--- src/rtl/tag_window_counter.sv ---
// Purpose : counts rising-edge tags per channel over gap-free tagtime windows, one result per closed window.
// Latency : the closing tag in cycle N gives m_valid=1 with the closed result in cycle N+1. Counts update one cycle after a tag.
// Backpr. : the tag input never stalls. A close while a result is held and not accepted is dropped and counted in drop_count.
// Ports   : clk/rst (async active-low); tag stream valid_tag/tagtime/channel/rising_edge;
//           result register m_valid/m_ready/m_window_start/m_counts/m_overflow/m_resync; drop_count.
module tag_window_counter #(
    parameter int          CHANNELS    = 3,
    parameter logic [63:0] WINDOW      = 64'd40000,
    parameter int          COUNT_WIDTH = 32
) (
    input  logic                            clk,
    input  logic                            rst,
    input  logic                            valid_tag,
    input  logic [63:0]                     tagtime,
    input  logic [4:0]                      channel,
    input  logic                            rising_edge,
    output logic                            m_valid,
    input  logic                            m_ready,
    output logic [63:0]                     m_window_start,
    output logic [CHANNELS*COUNT_WIDTH-1:0] m_counts,
    output logic                            m_overflow,
    output logic                            m_resync,
    output logic [15:0]                     drop_count
);

    // Window limits are compared in 65 bits so that 2*WINDOW cannot wrap.
    localparam logic [64:0]            WIN1    = {1'b0, WINDOW};
    localparam logic [64:0]            WIN2    = {WINDOW, 1'b0};
    localparam logic [COUNT_WIDTH-1:0] CNT_MAX = '1;
    localparam logic [COUNT_WIDTH-1:0] CNT_ONE = COUNT_WIDTH'(1);

    typedef enum logic {IDLE, RUN} state_t;

    state_t                   state;
    logic [63:0]              start;
    logic [COUNT_WIDTH-1:0]   cnt [CHANNELS];
    logic                     win_ovf;
    logic                     win_resync;

    logic                            counted;
    logic [63:0]                     delta;
    logic                            in_win;
    logic                            next_win;
    logic                            close;
    logic                            out_free;
    logic [CHANNELS*COUNT_WIDTH-1:0] cnt_flat;

    always_comb begin
        counted  = valid_tag && rising_edge && (int'(channel) < CHANNELS);
        // Modulo-2^64 difference, so tagtime wrap-around is harmless.
        delta    = tagtime - start;
        in_win   = {1'b0, delta} < WIN1;
        next_win = {1'b0, delta} < WIN2;
        close    = counted && (state == RUN) && !in_win;
        out_free = !m_valid || m_ready;
        cnt_flat = '0;
        for (int k = 0; k < CHANNELS; k++) begin
            cnt_flat[k*COUNT_WIDTH +: COUNT_WIDTH] = cnt[k];
        end
    end

    always_ff @(posedge clk or negedge rst) begin
        if (!rst) begin
            state          <= IDLE;
            start          <= '0;
            win_ovf        <= 1'b0;
            win_resync     <= 1'b0;
            for (int k = 0; k < CHANNELS; k++) begin
                cnt[k] <= '0;
            end
            m_valid        <= 1'b0;
            m_window_start <= '0;
            m_counts       <= '0;
            m_overflow     <= 1'b0;
            m_resync       <= 1'b0;
            drop_count     <= '0;
        end else begin
            // Window state: open from IDLE, accumulate, or roll over on a close.
            if (counted) begin
                if (state == IDLE || !in_win) begin
                    for (int k = 0; k < CHANNELS; k++) begin
                        cnt[k] <= (int'(channel) == k) ? CNT_ONE : '0;
                    end
                    win_ovf <= 1'b0;
                    state   <= RUN;
                    if (state == IDLE || !next_win) begin
                        // Fresh timebase: intermediate empty windows are skipped.
                        start      <= tagtime;
                        win_resync <= 1'b1;
                    end else begin
                        start      <= start + WINDOW;
                        win_resync <= 1'b0;
                    end
                end else begin
                    for (int k = 0; k < CHANNELS; k++) begin
                        if (int'(channel) == k) begin
                            if (cnt[k] == CNT_MAX) begin
                                win_ovf <= 1'b1;
                            end else begin
                                cnt[k] <= cnt[k] + CNT_ONE;
                            end
                        end
                    end
                end
            end

            // Output register: a close loads it if it is empty or being drained this cycle.
            if (close) begin
                if (out_free) begin
                    m_valid        <= 1'b1;
                    m_window_start <= start;
                    m_counts       <= cnt_flat;
                    m_overflow     <= win_ovf;
                    m_resync       <= win_resync;
                end else if (drop_count != 16'hFFFF) begin
                    drop_count <= drop_count + 16'd1;
                end
            end else if (m_valid && m_ready) begin
                m_valid <= 1'b0;
            end
        end
    end

endmodule

--- config.mk ---
export PLATFORM = sky130hd
export DESIGN_NAME = tag_window_counter
export DESIGN_NICKNAME = d
export VERILOG_FILES = /design/src/rtl/tag_window_counter.sv
export SDC_FILE = /design/constraint.sdc
export NUM_CORES = 1
export LEC_CHECK = 0
export CAP_MARGIN = 20
export CORE_MARGIN = 2
export CORE_UTILIZATION = 57
export CTS_CLUSTER_DIAMETER = 150
export DETAILED_ROUTE_END_ITERATION = 6
export PLACE_DENSITY = 0.91
export SLEW_MARGIN = 20
export SYNTH_ARGS = -nofsm -noshare
export SYNTH_HDL_FRONTEND = slang
export SYNTH_SLANG_ARGS = --single-unit
--- constraint.sdc ---
create_clock -name clk -period 8.9 [get_ports clk]
set_input_delay 1.335 -clock clk [delete_from_list [all_inputs] [get_ports clk]]
set_output_delay 1.335 -clock clk [all_outputs]
set_load 0.05 [all_outputs]
Word level (Yosys, flattened, before mapping). Cells that the tools add are included.

Bits in registers: 342. Bits of input ports: 74. Output and inout bits: 179.

Add/sub/neg operators: 6. $lt $le $gt $ge: 3. Eq/ne operators: 10. Muxes and demuxes: 22. Bitwise gates (word level): 2. Reductions and logical operators: 23.

Operators by type and width (count): 2-to-1 mux 32 bit (6); adder 32 x 1 -> 32 bit (second input constant) (3); == test 32 bit (second input constant) (3); 2-to-1 mux 96 bit (1); adder 64 x 16 -> 64 bit (second input constant) (1); < comparator 64 x 16 -> 1 bit (second input constant) (1); < comparator 64 x 17 -> 1 bit (second input constant) (1); 2-to-1 mux 64 bit (1); subtractor 64 bit (1); adder 16 x 1 -> 16 bit (second input constant) (1); != test 16 bit (second input constant) (1); 2-to-1 mux 1 bit (14); AND reduction 3 bit (4); nonzero test 2 bit (4); != test 2 bit (second input constant) (3); AND reduction 2 bit (3); == test 5 x 2 -> 1 bit (second input constant) (1); == test 5 x 3 -> 1 bit (second input constant) (1); logical AND 1 bit (5); zero test 5 bit (1); < comparator 5 x 2 -> 1 bit (second input constant) (1); zero test 1 bit (3); logical OR 1 bit (3); != test 2 x 1 -> 1 bit (second input constant) (1); NOT 1 bit (2).

Logic depth before layout (Yosys ltp). Gate-level depths: netlist of run 1.

Word-level depth: 8. Gate-level depth with buffers: 19. Gate-level depth less buffers: 14.

Least setup slack after synthesis of run 1. No wires, ideal clock.

Path kind: in2reg. From: in tagtime[45]. To: reg m_counts[0]. Arrival time: 5.187 ns. Slack: 3.585 ns. Stages: 16. Cell sequence: ha_1 -> buf_2 -> a21oi_2 -> o21a_2 -> o221a_2 -> nor2_1 -> or4_1 -> nor4_2 -> nand4_1 -> or4_1 -> nor4_4 -> a31oi_2 -> nand2_4 -> buf_8 -> buf_8 -> mux2_1.

Longest elaborated chain between the ends: 5.

RTL lines: start: declaration (line 14) `input logic [63:0] tagtime,`; subtractor 64 bit (line 51) `delta = tagtime - start;`; < comparator 64 x 16 -> 1 bit (line 52) `in_win = {1'b0, delta} < WIN1;`; zero test 1 bit (line 54) `close = counted && (state == RUN) && !in_win;`; logical AND 1 bit (line 54); AND reduction 2 bit (no line); end signal: assignment (line 112) `m_counts <= cnt_flat;`; end: declaration (line 20) `output logic [CHANNELS*COUNT_WIDTH-1:0] m_counts,`.

Every way passes these cells. A chain may end at the register's enable or synchronous reset.

Worst setup path in the final report of run 1.
From: in tagtime[17]. To: reg m_counts[13].

Same word-level chain as after synthesis.

==> flow_summary.json, run 1 <==
{
  "cp-start-kind": "primary input",
  "vdd_drop_max_uv": 148,
  "ys_types": 90,
  "worst-path-max-fanout": 72,
  "min_period_ns": 7.54,
  "crit_path_max_incr_delay_ns": 0.65,
  "max_slew_margin": 0.285,
  "rows": 71,
  "cap_violations": 0,
  "synth_area_leader_cell": "dfrtp_1",
  "synth_most_common_cell": "dfrtp_1",
  "stdcell_count": 3062,
  "cts.clk_slew.worst_paths_ns": 0.06,
  "finalSetupTns_ns": 0,
  "cp.required_ns": 9.27,
  "synth_cells": 2338,
  "async_reset_ff_frac": 1.00,
  "rsz0062_at_grt": "false",
  "htree_levels": 2,
  "p_int_w": 0.00331,
  "cts_made_buffers": 35,
  "ctsResizeCount": 0,
  "critPathArrivalTime_ns": 7.91,
  "yosysWarnings": 0,
  "syn-cell-area_um2": 21500,
  "path_class": "in2reg",
  "dp_hpwl_um": 62200,
  "wl_per_cell_um": 28.7,
  "leakage_nw": 11.0,
  "die_h_um": 198,
  "r2r_end": "m_counts[13]$_DFFE_PN0P_",
  "synth_nets": 2479,
  "dp_cells": 3000,
  "worstHoldPathCells": 1,
  "antenna_found_initial": 5,
  "worst_pin_slew_ns": 1.07,
  "cts.sinks": 342,
  "crit_family": "simple AND/OR/NAND/NOR gates",
  "dr_total_vias": 21600,
  "finalSetupViolations": 0,
  "run_status": "completed",
  "die_x_um": 198,
  "fin_crit_sh": 0.847,
  "io_buffers": 252,
  "synthFlopType": "dfrtp_1",
  "synth.top_cell.area_share": 0.398,
  "drtAntennaViolNets": 0,
  "via_per_inst": 7.06,
  "gp_congestion": 1.12,
  "ys_seq_area_frac": 0.398,
  "io_pins": 253,
  "cts_setup_buffers": 0,
  "max_freq_mhz": 133,
  "tritoncts": "built",
  "wl_um": 87800,
  "sequentialPowerShare": 0.333,
  "n_fill_cell": 2627,
  "drv_slew": 0,
  "yosys-top-cells-area": "dfrtp_1 (40%), mux2_2 (4.4%), mux2_1 (4.2%)",
  "grt_max_degree": 144,
  "yosys-top-cells-count": "dfrtp_1 (342), nor2_1 (229), nand2_1 (195), nand3_1 (143), a21oi_1 (116)",
  "cts_hold_buf": 0,
  "drtPass1Iterations": 6,
  "fin_skew_ns": 0.0307,
  "hp-start": "win_resync$_DFFE_PN0P_",
  "reg2reg_depth": 15,
  "clock_latency_ns": 0.56,
  "track_usage": 0.428,
  "combPwrFrac": 0.412,
  "gr-total-overflow": 0,
  "crit_slowest_cell": "nand2_8",
  "reg2reg_slack_ns": 2.21,
  "grt_first_pass_wirelength_um": 127000,
  "start_util": 0.575,
  "core_um2": 37400,
  "synthToLayoutAreaGrowth_pct": 17.8,
  "hold_path.class": "reg2reg",
  "cts-root-buf": "clkbuf_16",
  "dieArea_um2": 39300,
  "drive_above_1_share": 0.0765,
  "finalHoldViolations": 0,
  "route.detailed.drc": 0,
  "crit_chain": "clkdlybuf4s50_1 -> ha_1 -> a21oi_1 -> o21ai_1 -> a21oi_1 -> nor3_1 -> a311oi_2 -> nor3_1 -> or4_1 -> nor4_1 -> and4_1 -> a31oi_2 -> nand2_8 -> buf_12 -> mux2_1",
  "clockBufferDepth": 3,
  "clkPwrFrac": 0.255,
  "switchingPower_w": 0.00244,
  "switching_share": 0.424,
  "synth_edf_count": 0,
  "path_buf_inv": 2,
  "drt_iter0_drc": 3046,
  "power_density_nw_per_um2": 227,
  "regToRegStartpoint": "start[17]$_DFFE_PN0P_",
  "grt_pass1_vias": 20500,
  "hold_path_end": "win_resync$_DFFE_PN0P_",
  "end_kind": "flip-flop",
  "final_nets": 2668,
  "post_synth.cell_area_avg_um2": 9.20,
  "yosys_register_bits": 342
}
[worst max-delay path by stage]
| stage | cells past startpoint | startpoint | slack [ns] | endpoint |
|---|---|---|---|---|
| after CTS | 15 | tagtime[17] | 1.75 | m_counts[3]$_DFFE_PN0P_ |
| after global placement | 15 | tagtime[17] | 1.29 | m_counts[64]$_DFFE_PN0P_ |
| after floorplan | 16 | tagtime[45] | 3.58 | m_counts[0]$_DFFE_PN0P_ |
| after global routing | 15 | tagtime[17] | 1.22 | m_counts[13]$_DFFE_PN0P_ |
| after detailed placement | 15 | tagtime[17] | 1.23 | m_counts[79]$_DFFE_PN0P_ |
| final | 15 | tagtime[17] | 1.36 | m_counts[13]$_DFFE_PN0P_ |
[kinds of logic (layout without fill, tap and decap cells)]
family | count (synthesis) | after routing | share of synthesized area
AOI/OAI and AO/OA | 482 | 482 | 0.153
xor gates and xnor gates | 126 | 126 | 0.0513
adders and majority gates | 67 | 67 | 0.0390
buffers and inverters | 207 | 418 | 0.0472
DFF | 342 | 342 | 0.398
muxes | 178 | 178 | 0.0924
other | 0 | 2 | 0
and+or+nand+nor | 936 | 936 | 0.219
[worst reg2reg max path, delay by kind of cell (launching register included)]
family | cells | cell delay [ns]
AOI/OAI and AO/OA | 5 | 2.16
adders and majority gates | 1 | 0.45
buffers and inverters | 2 | 0.53
DFF | 1 | 0.44
muxes | 1 | 0.52
and+or+nand+nor | 6 | 2.40
[per-layer routing]
metal	wire length (um)	vias to the layer above	part of all wire	track usage
li1	-	8945	-	-
met1	33600	10500	0.38	0.577
met2	39100	1726	0.45	0.666
met3	10400	388	0.12	0.0976
met4	4700	2	0.054	0.179
met5	13	-	0.00015	0
[sequential cells by signal, indices dropped and copies added (netlist names)]
name            count
cnt                96
state               1
win_resync          1
m_valid             1
m_resync            1
start              64
drop_count         16
win_ovf             1
m_overflow          1
m_window_start     64
m_counts           96
[cell usage in the layout (no fill, tap or decap), drive strengths merged, types with 67 or more instances in the layout]
| cell type | Yosys | routed |
|---|---|---|
| nand3 | 143 | 143 |
| o21ai | 99 | 99 |
| dfrtp | 342 | 342 |
| xor2 | 74 | 74 |
| nand4 | 98 | 98 |
| nor2 | 229 | 229 |
| nand2 | 196 | 196 |
| a21oi | 118 | 118 |
| clkdlybuf4s50 | 0 | 251 |
| ha | 67 | 67 |
| mux2 | 165 | 165 |
| inv | 88 | 89 |
[metrics by stage]
| stage | utilization | worst slack [ns] | area [um^2] | total power [W] | hold slack (ns) |
|---|---|---|---|---|---|
| 6_report | 0.678 | 1.36 | 25300 | 0.00574 | 0.473 |
| 5_1_grt | 0.677 | 1.22 | 25300 | 0.00594 | 0.510 |
| 4_1_cts | 0.677 | 1.75 | 25300 | 0.00564 | 0.475 |
| 3_5_place_dp | 0.647 | 1.23 | 24200 | 0.00419 | 0.462 |
| 3_3_place_gp | 0.647 | 1.29 | 24200 | 0.00418 | 0.457 |
| 2_1_floorplan | - | 3.58 | 21500 | 0.00335 | 0.446 |
[cell type report]
type,count,area [um^2],share of cell area
multi-input combinational,1789,12000,0.473
sequential,342,8560,0.338
timing repair buffer,271,2730,0.108
clock buffer,53,1050,0.0416
tap,511,639,0.0252
inverter,88,330,0.0130
clock inverter,6,51.3,0.00202
antenna,2,5.00,0.000198
[power groups by stage]
stage / clock (W) / sequential [W] / combinational, W
floorplan: 0 / 0.00218 / 0.00117
global placement: 0 / 0.00191 / 0.00227
detailed placement: 0 / 0.00192 / 0.00227
CTS: 0.00145 / 0.00190 / 0.00229
global route: 0.00153 / 0.00192 / 0.00249
finish: 0.00147 / 0.00191 / 0.00236
Power figures use the tool's default switching activity.
==> inputs of run 2 (changes only) <==
==> constraint.sdc (replaced) <==
create_clock -name clk -period 7.3 [get_ports clk]
set_input_delay 1.095 -clock clk [delete_from_list [all_inputs] [get_ports clk]]
set_output_delay 1.095 -clock clk [all_outputs]
set_load 0.05 [all_outputs]
==> flow_summary.json, run 2 (same netlist as run 1, synthesis figures left out) <==
{
  "max_freq_mhz": 162,
  "drt_iter0_drc": 2883,
  "p_total_w": 0.00701,
  "rows": 71,
  "sequentialPowerShare": 0.332,
  "drtAntennaViolNets": 0,
  "fin_crit_sh": 0.845,
  "fin_skew_ns": 0.0328,
  "gp_congestion": 1.08,
  "path_class": "in2reg",
  "drtPass1Iterations": 6,
  "min_period_ns": 6.17,
  "end_kind": "flip-flop",
  "reg_top3": "cnt x96, m_counts x96",
  "cp-start-kind": "primary input",
  "worstSetupStartpoint": "tagtime[51]",
  "whs_ns": 0.493,
  "worst_pin_slew_ns": 0.975,
  "track_usage": 0.422,
  "hp-start": "m_window_start[55]$_DFFE_PN0P_",
  "cp.required_ns": 7.71,
  "dp_hpwl_um": 61200,
  "synthToLayoutAreaGrowth_pct": 19.6,
  "dieArea_um2": 39300,
  "core_um2": 37400,
  "final_nets": 2706,
  "htree_levels": 2,
  "route.detailed.drc": 0,
  "finalHoldViolations": 0,
  "via_per_inst": 6.85,
  "dpl_cell_area_um2": 24500,
  "ctsResizeCount": 0,
  "die_h_um": 198,
  "hold_path.class": "reg2reg",
  "clockBufferDepth": 3,
  "mostFrequentLayoutCells": "dfrtp_1 (342), clkdlybuf4s50_1 (251), nor2_1 (228), nand2_1 (195), nand3_1 (142)",
  "dp_cells": 3038,
  "p_int_w": 0.00408,
  "cts_made_buffers": 35,
  "switching_share": 0.419,
  "cts_setup_buffers": 0,
  "leakage_nw": 11.3,
  "tritoncts": "built",
  "regToRegStartpoint": "start[9]$_DFFE_PN0P_",
  "combPwrFrac": 0.409,
  "worst-path-max-fanout": 9,
  "cts.sinks": 342,
  "grt_pass1_vias": 20600,
  "antenna_found_initial": 4,
  "cts.clk_slew.worst_paths_ns": 0.06,
  "dr_total_vias": 21300,
  "rsz0062_at_grt": "false",
  "switchingPower_w": 0.00293,
  "wl_um": 83700,
  "critPathArrivalTime_ns": 6.58,
  "clock_latency_ns": 0.55,
  "die_x_um": 198,
  "finalSetupTns_ns": 0,
  "wl_per_cell_um": 27.0,
  "io_pins": 253,
  "final_common_cell": "dfrtp_1",
  "drive_above_1_share": 0.0908,
  "design_area_um2": 25700,
  "vdd_drop_max_uv": 179,
  "power_density_nw_per_um2": 273,
  "start_util": 0.575,
  "cap_violations": 0,
  "io_buffers": 252,
  "cts_hold_buf": 0,
  "clkPwrFrac": 0.259,
  "cts-root-buf": "clkbuf_16",
  "n_fill_cell": 2594,
  "grt_first_pass_wirelength_um": 126000,
  "max_slew_margin": 0.344,
  "run_status": "completed",
  "stdcell_count": 3104,
  "grt_max_degree": 156,
  "gr-total-overflow": 0,
  "drv_slew": 0,
  "finalSetupViolations": 0
}
[run 2: path summary, 6_finish.rpt]
| path | slack [ns] | to | cells past startpoint |
|---|---|---|---|
| setup / recovery | 1.13 | start[15]$_DFFE_PN0P_ | 15 |
| hold reg to reg | 0.49 | m_window_start[55]$_DFFE_PN0P_ | 1 |
| min in group asynchronous | 0.50 | cnt[80]$_DFFE_PN0P_ | 1 |
| setup reg to reg | 1.61 | start[15]$_DFFE_PN0P_ | 15 |
| max in group asynchronous | 5.01 | m_counts[45]$_DFFE_PN0P_ | 3 |
| hold / removal | 0.49 | m_window_start[55]$_DFFE_PN0P_ | 1 |
[run 2: cell type report]
| class | instances | area (um^2) | area share |
|---|---|---|---|
| timing repair buffer | 309 | 3080 | 0.120 |
| tap | 511 | 639 | 0.0249 |
| inverter | 88 | 330 | 0.0128 |
| clock buffer | 49 | 988 | 0.0384 |
| clock inverter | 12 | 151 | 0.00588 |
| multi-input combinational | 1789 | 12000 | 0.465 |
| sequential | 342 | 8560 | 0.333 |
| antenna | 4 | 10.0 | 0.000389 |
[run 2: worst max-delay path: stages]
cell	delay, ns
clkdlybuf4s50_1	0.54
ha_1	0.54
a21o_1	0.29
a31oi_1	0.58
a21boi_0	0.25
a221oi_1	0.12
o21ai_0	0.67
o2111a_1	0.31
nand4_1	0.08
or4_1	0.63
nor4b_1	0.47
and3_1	0.33
nor2_1	0.09
buf_4	0.21
a221o_1	0.37
[run 2: metrics by stage]
step	setup WS (ns)	utilization
6_report	1.13	0.688
3_5_place_dp	0.770	0.656
5_1_grt	0.965	0.688
3_3_place_gp	0.772	0.656
2_1_floorplan	2.22	-
4_1_cts	1.29	0.687
[run 2: power groups by stage]
stage | Clock, W | Sequential (W) | Combinational (W)
3_3_place_gp | 0 | 0.00233 | 0.00274
2_1_floorplan | 0 | 0.00266 | 0.00142
3_5_place_dp | 0 | 0.00234 | 0.00277
4_1_cts | 0.00181 | 0.00232 | 0.00279
5_1_grt | 0.00188 | 0.00235 | 0.00303
6_report | 0.00181 | 0.00233 | 0.00287
[run 2: metal layers]
metal,GRT usage,vias to the layer above,part of all wire
met2,0.676,1494,0.46
met1,0.555,10400,0.38
li1,-,9031,-
met3,0.0787,336,0.10
met5,0,-,0
met4,0.195,0,0.054
